--- config.mk ---
export PLATFORM = sky130hd
export DESIGN_NAME = sram_stream_reader_flat
export DESIGN_NICKNAME = d
export VERILOG_FILES = /design/src/rtl/sram_stream_reader_pkg.sv /design/src/rtl/sram_stream_reader_if.sv /design/src/rtl/sram_stream_fifo.sv /design/src/rtl/sram_stream_reader.sv /design/src/flat_wrapper.sv
export SDC_FILE = /design/constraint.sdc
export NUM_CORES = 1
export LEC_CHECK = 0
export ABC_CLOCK_PERIOD_IN_PS = 2600
export BUFFER_PORTS_ARGS = -buffer_cell sky130_fd_sc_hd__buf_2
export CAP_MARGIN = 20
export CORE_MARGIN = 5
export CORE_UTILIZATION = 30
export DETAILED_ROUTE_END_ITERATION = 10
export PLACE_DENSITY = 0.47
export SKIP_CTS_REPAIR_TIMING = 1
export SYNTH_ARGS = -nofsm -noshare
export SYNTH_HDL_FRONTEND = slang
export SYNTH_SLANG_ARGS = --single-unit
export TNS_END_PERCENT = 20
--- constraint.sdc ---
create_clock -name clk -period 2.6 [get_ports clk]
set_input_delay 0.13 -clock clk [delete_from_list [all_inputs] [get_ports clk]]
set_output_delay 0.13 -clock clk [all_outputs]
set_load 0.05 [all_outputs]
--- src/rtl/sram_stream_reader_pkg.sv ---
// Shared types for the SRAM-to-stream reader: FSM encoding and bus constants.
package sram_stream_pkg;
  typedef enum logic [1:0] {IDLE, ISSUE, DRAIN, FINISH} state_t;
  localparam logic [3:0] BYTEEN_ALL = 4'hF;
endpackage

--- src/rtl/sram_stream_reader_if.sv ---
// Avalon-MM read master bus plus Avalon-ST source bus of the SRAM stream reader.
interface sram_stream_reader_if #(
  parameter int ADDR_W = 12,
  parameter int DATA_W = 32
);
  logic [ADDR_W-1:0] avm_address;
  logic              avm_read;
  logic [3:0]        avm_byteenable;
  logic              avm_waitrequest;
  logic [DATA_W-1:0] avm_readdata;
  logic              avm_readdatavalid;
  logic [DATA_W-1:0] st_data;
  logic              st_valid;
  logic              st_ready;
  logic              st_sop;
  logic              st_eop;

  modport master (
    output avm_address, avm_read, avm_byteenable,
    input  avm_waitrequest, avm_readdata, avm_readdatavalid,
    output st_data, st_valid, st_sop, st_eop,
    input  st_ready
  );

  modport slave (
    input  avm_address, avm_read, avm_byteenable,
    output avm_waitrequest, avm_readdata, avm_readdatavalid,
    input  st_data, st_valid, st_sop, st_eop,
    output st_ready
  );
endinterface

--- src/rtl/sram_stream_fifo.sv ---
// Synchronous show-ahead FIFO; rdata always presents the head entry.
module sram_stream_fifo #(
  parameter int W     = 34,
  parameter int DEPTH = 4,
  localparam int AW   = $clog2(DEPTH),
  localparam int CW   = AW + 1
) (
  input  logic          clk,
  input  logic          reset,
  input  logic          push,
  input  logic [W-1:0]  wdata,
  input  logic          pop,
  output logic [W-1:0]  rdata,
  output logic          empty,
  output logic [CW-1:0] count
);
  logic [W-1:0]  mem [DEPTH];
  logic [AW-1:0] wr_ptr, rd_ptr;

  // Storage is not reset; the pointers and count define what is valid.
  always_ff @(posedge clk) begin
    if (push) mem[wr_ptr] <= wdata;
  end

  always_ff @(posedge clk) begin
    if (reset) begin
      wr_ptr <= '0;
      rd_ptr <= '0;
      count  <= '0;
    end else begin
      if (push) wr_ptr <= wr_ptr + AW'(1);
      if (pop)  rd_ptr <= rd_ptr + AW'(1);
      count <= count + CW'(push) - CW'(pop);
    end
  end

  assign rdata = mem[rd_ptr];
  assign empty = (count == '0);
endmodule

--- src/rtl/sram_stream_reader.sv ---
// Reads a block of SRAM words with pipelined Avalon-MM reads and emits it as
// one Avalon-ST packet; a credit check keeps in-flight reads within FIFO space.
module sram_stream_reader
  import sram_stream_pkg::*;
#(
  parameter int ADDR_W     = 12,
  parameter int DATA_W     = 32,
  parameter int LEN_W      = 12,
  parameter int FIFO_DEPTH = 4
) (
  input  logic              clk,
  input  logic              reset,
  input  logic              start,
  input  logic [ADDR_W-1:0] start_addr,
  input  logic [LEN_W-1:0]  length,
  output logic              busy,
  output logic              done,
  sram_stream_reader_if.master bus
);
  localparam int CNT_W = $clog2(FIFO_DEPTH) + 1;
  localparam logic [CNT_W:0] CREDITS = (CNT_W+1)'(FIFO_DEPTH);

  state_t            state, state_nxt;
  logic [ADDR_W-1:0] addr_q;
  logic [LEN_W-1:0]  len_q, issued, rcvd, popped, last_idx;
  logic [CNT_W-1:0]  outstanding, out_nxt, fifo_count, cnt_nxt;
  logic [CNT_W:0]    credit_used;
  logic              rd_q, rd_nxt;
  logic              accept, rdv_ok, pop, fifo_empty;
  logic [DATA_W+1:0] fifo_rdata;

  assign last_idx = len_q - LEN_W'(1);
  assign accept   = rd_q & ~bus.avm_waitrequest;
  // Returns with nothing outstanding belong to a job killed by reset.
  assign rdv_ok   = bus.avm_readdatavalid & (outstanding != '0);
  assign pop      = ~fifo_empty & bus.st_ready;

  always_comb begin
    out_nxt   = outstanding + CNT_W'(accept) - CNT_W'(rdv_ok);
    cnt_nxt   = fifo_count + CNT_W'(rdv_ok) - CNT_W'(pop);
    state_nxt = state;
    case (state)
      IDLE:    if (start) state_nxt = (length == '0) ? FINISH : ISSUE;
      ISSUE:   if (accept && issued == last_idx) state_nxt = DRAIN;
      DRAIN:   if (pop && popped == last_idx) state_nxt = FINISH;
      FINISH:  state_nxt = IDLE;
      default: state_nxt = IDLE;
    endcase
    // Credit is evaluated on next-cycle occupancy so avm_read can be a flop;
    // occupancy never rises without an accept, so a raised read stays up.
    credit_used = {1'b0, out_nxt} + {1'b0, cnt_nxt};
    rd_nxt      = (state_nxt == ISSUE) && (credit_used < CREDITS);
  end

  always_ff @(posedge clk) begin
    if (reset) begin
      state       <= IDLE;
      addr_q      <= '0;
      len_q       <= '0;
      issued      <= '0;
      rcvd        <= '0;
      popped      <= '0;
      outstanding <= '0;
      rd_q        <= 1'b0;
      busy        <= 1'b0;
      done        <= 1'b0;
    end else begin
      state       <= state_nxt;
      rd_q        <= rd_nxt;
      busy        <= (state_nxt != IDLE);
      done        <= (state_nxt == FINISH);
      outstanding <= out_nxt;
      if (state == IDLE && start) begin
        addr_q <= start_addr;
        len_q  <= length;
        issued <= '0;
        rcvd   <= '0;
        popped <= '0;
      end else begin
        if (accept) begin
          addr_q <= addr_q + ADDR_W'(1);
          issued <= issued + LEN_W'(1);
        end
        if (rdv_ok) rcvd   <= rcvd + LEN_W'(1);
        if (pop)    popped <= popped + LEN_W'(1);
      end
    end
  end

  // Packet framing is tagged on arrival so the FIFO output is self-describing.
  sram_stream_fifo #(.W(DATA_W + 2), .DEPTH(FIFO_DEPTH)) u_fifo (
    .clk   (clk),
    .reset (reset),
    .push  (rdv_ok),
    .wdata ({rcvd == '0, rcvd == last_idx, bus.avm_readdata}),
    .pop   (pop),
    .rdata (fifo_rdata),
    .empty (fifo_empty),
    .count (fifo_count)
  );

  assign bus.avm_address    = addr_q;
  assign bus.avm_read       = rd_q;
  assign bus.avm_byteenable = BYTEEN_ALL;
  assign bus.st_valid       = ~fifo_empty;
  assign bus.st_sop         = fifo_rdata[DATA_W+1];
  assign bus.st_eop         = fifo_rdata[DATA_W];
  assign bus.st_data        = fifo_rdata[DATA_W-1:0];
endmodule

--- src/flat_wrapper.sv ---
// flat-port wrapper written by rule: the top's interface ports become plain ports
module sram_stream_reader_flat import sram_stream_pkg::*;
#(
  parameter int ADDR_W     = 12,
  parameter int DATA_W     = 32,
  parameter int LEN_W      = 12,
  parameter int FIFO_DEPTH = 4
)
  (clk, reset, start, start_addr, length, busy, done, bus_avm_address, bus_avm_read, bus_avm_byteenable, bus_avm_waitrequest, bus_avm_readdata, bus_avm_readdatavalid, bus_st_data, bus_st_valid, bus_st_sop, bus_st_eop, bus_st_ready);
  sram_stream_reader_if #(.ADDR_W(ADDR_W), .DATA_W(DATA_W)) bus_i ();
  input  logic clk;
  input  logic reset;
  input  logic start;
  input  logic [ADDR_W-1:0] start_addr;
  input  logic [LEN_W-1:0] length;
  output logic busy;
  output logic done;
  output wire logic [$bits(bus_i.avm_address)-1:0] bus_avm_address;
  output wire logic [$bits(bus_i.avm_read)-1:0] bus_avm_read;
  output wire logic [$bits(bus_i.avm_byteenable)-1:0] bus_avm_byteenable;
  input wire logic [$bits(bus_i.avm_waitrequest)-1:0] bus_avm_waitrequest;
  input wire logic [$bits(bus_i.avm_readdata)-1:0] bus_avm_readdata;
  input wire logic [$bits(bus_i.avm_readdatavalid)-1:0] bus_avm_readdatavalid;
  output wire logic [$bits(bus_i.st_data)-1:0] bus_st_data;
  output wire logic [$bits(bus_i.st_valid)-1:0] bus_st_valid;
  output wire logic [$bits(bus_i.st_sop)-1:0] bus_st_sop;
  output wire logic [$bits(bus_i.st_eop)-1:0] bus_st_eop;
  input wire logic [$bits(bus_i.st_ready)-1:0] bus_st_ready;
  assign bus_avm_address = bus_i.avm_address;
  assign bus_avm_read = bus_i.avm_read;
  assign bus_avm_byteenable = bus_i.avm_byteenable;
  assign bus_i.avm_waitrequest = bus_avm_waitrequest;
  assign bus_i.avm_readdata = bus_avm_readdata;
  assign bus_i.avm_readdatavalid = bus_avm_readdatavalid;
  assign bus_st_data = bus_i.st_data;
  assign bus_st_valid = bus_i.st_valid;
  assign bus_st_sop = bus_i.st_sop;
  assign bus_st_eop = bus_i.st_eop;
  assign bus_i.st_ready = bus_st_ready;
  sram_stream_reader #(.ADDR_W(ADDR_W), .DATA_W(DATA_W), .LEN_W(LEN_W), .FIFO_DEPTH(FIFO_DEPTH)) u_core (.clk(clk), .reset(reset), .start(start), .start_addr(start_addr), .length(length), .busy(busy), .done(done), .bus(bus_i));
endmodule
Yosys cells after proc, flatten, opt, wreduce, memory -nomap -nowiden
Memory sizes are Yosys's and may differ from the RTL's. A register that Yosys moved wholly into a read port is not among the register bits.
Cells that the tools add are included.
{ "totals": {"out_inout_bits": 54, "mem_count": 1, "latch_bits": 0, "rom_bits": 0, "ramBits": 136, "elab_cells": 63, "ff_bits": 75, "input_bits": 62} }
{ "op_classes": {"n_shift": 0, "bitwise_logic": 5, "n_div": 0, "n_eq_ne": 8, "mul": 0, "order_cmp": 1, "n_reduce_logical": 12, "n_addsub": 12, "muxes": 11} }
{ "memory_table": {"columns": ["name", "words", "width", "rd", "rd_ports_with_merged_regs", "wr", "line", "source"], "rows": [
  ["u_core.u_fifo.mem", 4, 34, 1, 1, 1, "sram_stream_fifo.sv:17", "logic [W-1:0] mem [DEPTH];"]
]} }
{ "ops": {"columns": ["op", "n"], "rows": [
  ["adder 12 x 1 -> 12 bit (second input constant)", 4],
  ["== test 12 bit", 3],
  ["logical NOT 12 bit", 2],
  ["two-way mux 12 bit", 2],
  ["two-way mux 2 bit", 6],
  ["subtractor 12 x 1 -> 12 bit (second input constant)", 1],
  ["one-hot mux 2 bit (4 select lines)", 1],
  ["adder 3 x 1 -> 3 bit", 2],
  ["== test 2 bit (second input constant)", 3],
  ["subtractor 3 x 1 -> 3 bit", 2],
  ["adder 2 x 1 -> 2 bit (second input constant)", 2],
  ["adder 3 x 3 -> 4 bit", 1],
  ["== test 2 x 1 -> 1 bit (second input constant)", 2],
  ["logical AND 1 bit", 4],
  ["< comparator 4 x 3 -> 1 bit (second input constant)", 1],
  ["nonzero test 2 bit", 2],
  ["bitwise AND 1 bit", 3],
  ["logical NOT 3 bit", 1],
  ["nonzero test 3 bit", 1],
  ["logical NOT 2 bit", 1],
  ["two-way mux 1 bit", 2],
  ["NOT 1 bit", 2],
  ["OR reduction 2 bit", 1]
]} }

Depth between registers and ports, before layout
Gate-level depths: netlist (run 1).
{ "depth": {"depth_word": 8, "depth_mapped": 13, "ltp_nobuf": 12} }

By module
From an unflattened synthesis (run 1), not the netlist that was laid out.
{ "unflattened": {"hier_cells": 708, "hier_area_um2": 9489.1} }
{ "modules_own_cells": {"columns": ["mod", "area_each_um2", "cells_each", "instances", "seq_area_each_um2"], "rows": [
  ["sram_stream_fifo", 5387.7, 219, 1, 4264.1],
  ["sram_stream_reader", 4101.4, 489, 1, 1361.3]
]} }

Worst setup path before layout (run 1)
OpenSTA, ideal clock, no wires.
{ "synth_path": {"kind": "register to register", "startpoint": "register u_core.u_fifo.count[1]", "endpoint": "register u_core.rd_q (netlist: u_core.bus.avm_read)", "path_buffers": 1, "setup_slack_ps": -582, "setup_ps": 61, "stages_incl_launch_ff": 14, "synth_period_minus_slack_ps": 3182, "t_arrival_ps": 3121, "required_time_ps": 2539, "path_cell_list": "dfxtp_1 -> or3_1 -> and2_1 -> clkbuf_1 -> ha_1 -> inv_1 -> ha_1 -> inv_1 -> fa_1 -> xnor2_1 -> xnor2_1 -> ha_1 -> nor3_1 -> and4_1"} }
{ "synth_between": {"word_cells_on_any_way": 12, "classes_between": "add/sub (3); order compare (1); eq/ne (1); mux (2); bitwise (2); reduce/logical (3)"} }
{ "synth_rtl": {"columns": ["element", "line", "source"], "rows": [
  ["from (decl)", "sram_stream_fifo.sv:15", "output logic [CW-1:0] count"],
  ["from (signal assigned)", "sram_stream_fifo.sv:33", "count <= count + CW'(push) - CW'(pop);"],
  ["logical NOT 3 bit", "sram_stream_fifo.sv:38", "assign empty = (count == '0);"],
  ["NOT 1 bit", null, null],
  ["via bus_st_valid", "flat_wrapper.sv:25", "output wire logic [$bits(bus_i.st_valid)-1:0] bus_st_valid;"],
  ["bitwise AND 1 bit", "sram_stream_reader.sv:36", "assign pop = ~fifo_empty & bus.st_ready;"],
  ["via u_core.pop", "sram_stream_reader.sv:29", "logic accept, rdv_ok, pop, fifo_empty;"],
  ["subtractor 3 x 1 -> 3 bit", "sram_stream_reader.sv:40", "cnt_nxt = fifo_count + CNT_W'(rdv_ok) - CNT_W'(pop);"],
  ["via u_core.cnt_nxt[2]", "sram_stream_reader.sv:26", "logic [CNT_W-1:0] outstanding, out_nxt, fifo_count, cnt_nxt;"],
  ["adder 3 x 3 -> 4 bit", "sram_stream_reader.sv:51", "credit_used = {1'b0, out_nxt} + {1'b0, cnt_nxt};"],
  ["< comparator 4 x 3 -> 1 bit", "sram_stream_reader.sv:52", "rd_nxt = (state_nxt == ISSUE) && (credit_used < CREDITS);"],
  ["logical AND 1 bit", "sram_stream_reader.sv:52", null],
  ["to (signal assigned)", "sram_stream_reader.sv:69", "rd_q <= rd_nxt;"],
  ["to (decl)", "sram_stream_reader.sv:28", "logic rd_q, rd_nxt;"]
]} }
The timed path passes the listed nets, and every way through them passes these cells.
A chain may end at the register's enable or synchronous reset.

Worst setup path in the final report (run 1)
{ "layout_path": {"startpoint": "register u_core.u_fifo.count[2]", "endpoint": "register u_core.rd_q (netlist: u_core.bus.avm_read)"} }
{ "layout_between": {"word_cells_on_any_way": 12, "classes_between": "add/sub (3); order compare (1); eq/ne (1); mux (2); bitwise (2); reduce/logical (3)"} }
{ "layout_rtl": {"columns": ["element", "line"], "rows": [
  ["parallel branches: the longest is 3 deep, another holds adder 3 x 1 -> 3 bit", null],
  ["subtractor 3 x 1 -> 3 bit *", "sram_stream_reader.sv:40"],
  ["via u_core.cnt_nxt[2]", "sram_stream_reader.sv:26"],
  ["adder 3 x 3 -> 4 bit *", "sram_stream_reader.sv:51"],
  ["< comparator 4 x 3 -> 1 bit *", "sram_stream_reader.sv:52"],
  ["logical AND 1 bit *", "sram_stream_reader.sv:52"]
]} }
Mark *: on every way through the listed nets, which the timed path passes.

==> results.toml, run 1 <==
[status]
status = "completed"

[route]
ant_nets = 0
firstDrtPassIters = 4
wl_per_cell_um = 15.60
wl_mm = 20.45
drt_iter0_markers = 259
drc_errors = 0
vias = 5953
vias_per_cell = 4.541

[power_and_ir_drop]
p_sw_frac = 0.3333
powerDensity_nw_per_um2 = 911.7
clkPwrFrac = 0.301
p_leak_nw = 4.301
ir_drop_uv = 494.9
internal-power_mw = 7.260
seqPwrFrac = 0.378
p_sw_mw = 3.630
combPwrFrac = 0.321

[sta]
setup_violations = 0
period_share = 0.9608
worst_pin_slew_ns = 0.6032
maxSlewHeadroom = 0.5941
final.min_clock_period_ns = 2.498
slew_viol_final = 0
rsz0062_at_grt = "yes"
fin_hold_ws_ns = 0.1114
hold_viol = 0
skew_ns = 0.01082
max_freq_ghz = 0.4003
setup_tns_ns = 0

[cells_and_area]
multi_input_area_um2 = 3507
final_layout_size_suffix_gt1_frac = 0.2798
final_nets = 978
diodes = 0
ff_latch_area_um2 = 5630
fill_cells = 2925
area_growth_pct = 28.13

[min_path]
holdPathStages = 5
hp-class = "input port to flop"
worstHoldStart = "bus_avm_waitrequest"
holdPathEnd = "u_core.issued[0]"

[logic_synthesis]
synth-seq-cells = 213
synth_edf_count = 136
ys_types = 55
syn_area_per_cell_um2 = 13.17
syn_inst = 708
netlist_area_um2 = 9323
async_reset_ff_frac = 0
yosys_warnings = 0
synthFlopType = "edfxtp_1"
synth-seq-area-share = 0.6034

[grt]
grt-ovfl-total = 0
grt_pass1_vias = 5892
gr-usage-all-layers = 0.1148
grt_max_degree = 40
grt_pass1_wl_mm = 32.00
antenna_found_initial = 0

[critical_path]
crit_chain = "or3_4 -> and2_4 -> ha_4 -> inv_2 -> ha_4 -> inv_2 -> fa_2 -> xnor2_2 -> xnor2_2 -> ha_1 -> nor3_2 -> and4_1"
cp-end-kind = "flop"
cp.required_ns = 3.05
crit_fanout = 2
critPathArrivalTime_ns = 2.95
start_kind = "flop"
r2r_end = "u_core.bus.avm_read"
reg2reg_from = "u_core.u_fifo.count[2]"
path_class = "flop to flop"
reg2regPathDepth = 12
slowest_delay_ns = 0.38
rrSetupSlack_ns = 0.10
cp_slowest_cell = "or3_4"

[clock_network]
clk_path_buf_depth = 3
cts.htree.levels = 1
cts_sinks = 213
cts-root-buf = "clkbuf_16"
clkTransAtPathRegs_ns = 0.06
numCtsBuffers = 24
cts_tree = "built"
worst_skew_pair.late_latency_ns = 0.51

[die]
dieHeight_um = 186.3
design.core.area_um2 = 30670
die-area_um2 = 34700
initial_utilization = 0.3040
ioPinCount = 116
row_count = 64
die_w_um = 186.3

[place]
place_congestion = 0.7449
hpwlAfterDp_mm = 13.72
io_buffers = 111

[flow_run]
cap_violations = 0
## cell usage after synthesis, types with 4 or more instances
cell      instances  area share
edfxtp_1        136        0.44
dfxtp_1          77        0.17
nor2_1           64       0.026
nand2_1          58       0.023
xnor2_1          45       0.042
xor2_1           39       0.037
mux4_2           34       0.082
clkbuf_1         29       0.012
inv_1            21      0.0085
a21oi_1          20       0.011
ha_1             16       0.021
nand3_1          16      0.0086
nand4_1          15       0.010
nor4_1           13      0.0087
and3_1           12      0.0081
a211oi_1          9      0.0072
o21ai_0           9      0.0048
nor3_1            8      0.0043
and2_1            7      0.0047
or3_1             7      0.0047
buf_1             6      0.0024
nor2b_1           6      0.0040
a311oi_1          4      0.0038
buf_4             4      0.0032
mux2i_1           4      0.0043
## worst max-delay path: cells and delay by family (launching register included)
family	cells	cell delay (ns)
XOR/XNOR	2	0.29
AND/OR/NAND/NOR	4	0.82
flip-flops	1	0.31
buffers and inverters	2	0.09
adder cells (fa/ha/maj)	4	0.95
## cell usage in the layout, fill, tap and decap left out, drive strengths merged, types with 4 or more instances in the layout
master       count
dfxtp           77
a211oi           9
a21oi           21
mux4            34
xor2            39
inv             22
dlygate4sd3     56
or3              7
buf            149
nor3             9
clkbuf          28
nand3           16
ha              16
a311oi           4
conb             4
edfxtp         136
clkinv          11
and3            12
and2             7
nor2            64
nand4           15
xnor2           45
nor2b            6
mux2i            4
nand2           58
nor4            14
o21ai           10
## power by group through the flow
stage / Clock, mW / Combinational, mW / Sequential (mW)
6_report: 3.28 / 3.49 / 4.12
4_1_cts: 3.40 / 3.44 / 4.12
2_1_floorplan: 0 / 2.52 / 4.23
3_3_place_gp: 0 / 3.41 / 4.19
5_1_grt: 3.54 / 3.79 / 4.16
3_5_place_dp: 0 / 3.43 / 4.19
## kinds of logic after synthesis
logic type / after synthesis / share of synthesized area
mux: 41 / 0.09005
buf+inv: 66 / 0.03087
flops: 213 / 0.6034
other cells: 1 / 0.0004022
fa+ha+maj: 18 / 0.02577
compound gates: 57 / 0.03999
simple gates: 223 / 0.1181
xor+xnor: 89 / 0.09140
## registers in the layout, indices dropped and copies added (netlist names), named ones only
signal	flops
u_core.u_fifo.rd_ptr	2
u_core.u_fifo.mem	136
u_core.issued	12
u_core.bus.avm_read	1
u_core.outstanding	3
u_core.u_fifo.wr_ptr	2
u_core.popped	12
u_core.state	2
u_core.busy	1
u_core.len_q	12
u_core.rcvd	12
u_core.bus.avm_address	12
u_core.done	1
u_core.u_fifo.count	3
## per-layer routing
layer  up-vias  part of all wire  global-route usage
met2       139              0.46              0.1860
met5         -                 0                   0
li1       2950                 -                   -
met3        25             0.049             0.02081
met4         0             0.022             0.03119
met1      2839              0.47              0.1596
## final cells by class
cell class / count / area share
Tap cell: 396 / 0.04148
Clock buffer: 28 / 0.05321
Inverter: 22 / 0.006913
Clock inverter: 15 / 0.01194
Sequential cell: 213 / 0.4714
Multi-Input combinational cell: 432 / 0.2936
Timing Repair Buffer: 205 / 0.1215
## worst max path at each step
stage | startpoint | to | slack [ns] | cells after the start
2_1_floorplan | u_core.u_fifo.count[2] | u_core.bus.avm_read | -0.15 | 13
4_1_cts | u_core.u_fifo.count[2] | u_core.bus.avm_read | 0.02 | 12
5_1_grt | u_core.outstanding[2] | u_core.bus.avm_read | -0.02 | 11
3_3_place_gp | u_core.u_fifo.count[2] | u_core.bus.avm_read | 0.05 | 12
6_report | u_core.u_fifo.count[2] | u_core.bus.avm_read | 0.10 | 12
3_5_place_dp | u_core.u_fifo.count[2] | u_core.bus.avm_read | 0.01 | 12
## per-stage QoR
step / util / std cells / setup WS (ns) / area (um2) / power, mW
floorplan: - / 711 / -0.1527 / 9388 / 6.744
global placement: 0.3443 / 1211 / 0.04961 / 10560 / 7.599
detailed placement: 0.3443 / 1211 / 0.01381 / 10560 / 7.626
CTS: 0.3697 / 1254 / 0.01530 / 11340 / 10.96
global route: 0.3895 / 1311 / -0.01760 / 11950 / 11.49
finish: 0.3895 / 1311 / 0.1018 / 11950 / 10.89
Note: power is estimated with default switching activity, not from simulation.
==> run 2, diff against run 1 <==
--- a/config.mk
+++ b/config.mk
@@ -12,6 +12,7 @@
 export CORE_UTILIZATION = 30
 export DETAILED_ROUTE_END_ITERATION = 10
 export PLACE_DENSITY = 0.47
+export SETUP_SLACK_MARGIN = 0.5
 export SKIP_CTS_REPAIR_TIMING = 1
 export SYNTH_ARGS = -nofsm -noshare
 export SYNTH_HDL_FRONTEND = slang
==> run 2 against run 1 <==
Against the previous run: sequential power is 1% higher; fmax fell by 1.5%; final cell count is essentially flat; design area up 3.9%; global-route usage is 0.096 points higher; die area is the same; critical endpoint unchanged.
==> results.toml, run 2 (same netlist as run 1, synthesis figures left out) <==
[sta]
maxSlewHeadroom = 0.5883
final.min_clock_period_ns = 2.536
rsz0062_at_grt = "yes"
setup_violations = 0
worst_pin_slew_ns = 0.6119
hold_viol = 0
slew_viol_final = 0
period_share = 0.9755
skew_ns = 0.009979
max_freq_ghz = 0.3943

[cells_and_area]
fin_util = 0.4047
ff_latch_area_um2 = 5647
final_nets = 977
fill_cells = 2876
largest_reg_flops = 136
diodes = 0
mostFrequentLayoutCells = "136 x edfxtp_1, 84 x buf_2, 68 x dfxtp_1"
top_register = "u_core.u_fifo.mem"
area_growth_pct = 33.12
final_common_cell = "edfxtp_1"
final_layout_size_suffix_gt1_frac = 0.2948
final_cell_area_um2 = 12410
multi_input_area_um2 = 3661

[power_and_ir_drop]
p_leak_nw = 4.439
total_power_mw = 11.55
ir_drop_uv = 419.3
powerDensity_nw_per_um2 = 930.7

[critical_path]
critPathArrivalTime_ns = 3.01
path_class = "flop to flop"
crit_fanout = 3
cp.required_ns = 3.07
cp-end-kind = "flop"
start_kind = "flop"

[place]
io_buffers = 111
placed_cell_area_um2 = 10640
place_congestion = 0.7544
hpwlAfterDp_mm = 13.97

[clock_network]
cts_tree = "built"
numCtsBuffers = 25
worst_skew_pair.late_latency_ns = 0.52
clk_path_buf_depth = 3
cts.htree.levels = 1
cts_sinks = 213
clkTransAtPathRegs_ns = 0.06
cts-root-buf = "clkbuf_16"

[die]
die-area_um2 = 34700
dieHeight_um = 186.3
initial_utilization = 0.3040
die_w_um = 186.3
ioPinCount = 116
row_count = 64
design.core.area_um2 = 30670

[min_path]
hp-class = "input port to flop"

[route]
wl_mm = 20.80
drt_iter0_markers = 258
vias_per_cell = 4.602
wl_per_cell_um = 15.85
ant_nets = 0
vias = 6038
firstDrtPassIters = 4
drc_errors = 0

[grt]
grt-ovfl-total = 0
grt_pass1_vias = 5861
grt_pass1_wl_mm = 32.02
antenna_found_initial = 0
grt_max_degree = 40
gr-usage-all-layers = 0.1158

[flow_run]
cap_violations = 0

[status]
status = "completed"
-- run 2: per-stage QoR --
| step | hold WS (ns) | TNS (ns) | cells | worst slack (ns) |
|---|---|---|---|---|
| final | 0.1481 | 0 | 1312 | 0.06381 |
| after global routing | 0.1591 | -0.08937 | 1312 | -0.08937 |
| after CTS | -0.2103 | 0 | 1252 | 0.02116 |
| after global placement | 0.3517 | 0 | 1206 | 0.04121 |
| after floorplan | 0.2289 | -0.1527 | 711 | -0.1527 |
| after detailed placement | 0.3521 | 0 | 1206 | 0.04129 |
-- run 2: power by group --
part	switching [mW]	total, mW	internal (mW)
logic	2.25	3.99	1.74
registers	0.182	4.16	3.98
clock network	1.33	3.40	2.07
-- run 2: cell type report --
class,instances,share of cell area
Sequential cell,213,0.4550
Multi-Input combinational cell,432,0.2950
Timing Repair Buffer,203,0.1381
Clock buffer,39,0.05706
Tap cell,396,0.03992
Clock inverter,7,0.008065
Inverter,22,0.006856
-- run 2: layer usage --
layer / vias to the layer above / wire length (um) / part of all wire / GRT usage
li1: 2957 / - / - / -
met1: 2892 / 9543 / 0.46 / 0.1604
met2: 158 / 9563 / 0.46 / 0.1856
met3: 31 / 1208 / 0.058 / 0.02528
met4: 0 / 481 / 0.023 / 0.03060
met5: - / 0 / 0 / 0
-- run 2: worst max-delay path: stages (launching register included) --
cell and delay (ns):
dfxtp_2 0.33, o31a_1 0.33, ha_1 0.28, inv_1 0.06
ha_2 0.16, inv_2 0.04, fa_2 0.39, xnor2_2 0.22
xnor2_2 0.15, ha_1 0.27, nor3_2 0.09, and4_1 0.17
-- run 2: final timing paths --
kind	startpoint	to	slack, ns	cells after the start
setup / recovery	u_core.outstanding[2]	u_core.bus.avm_read	0.06	11
hold / removal	bus_avm_waitrequest	u_core.issued[0]	0.15	5
setup reg to reg	u_core.outstanding[2]	u_core.bus.avm_read	0.06	11
hold reg to reg	u_core.popped[5]	u_core.popped[5]	0.52	2
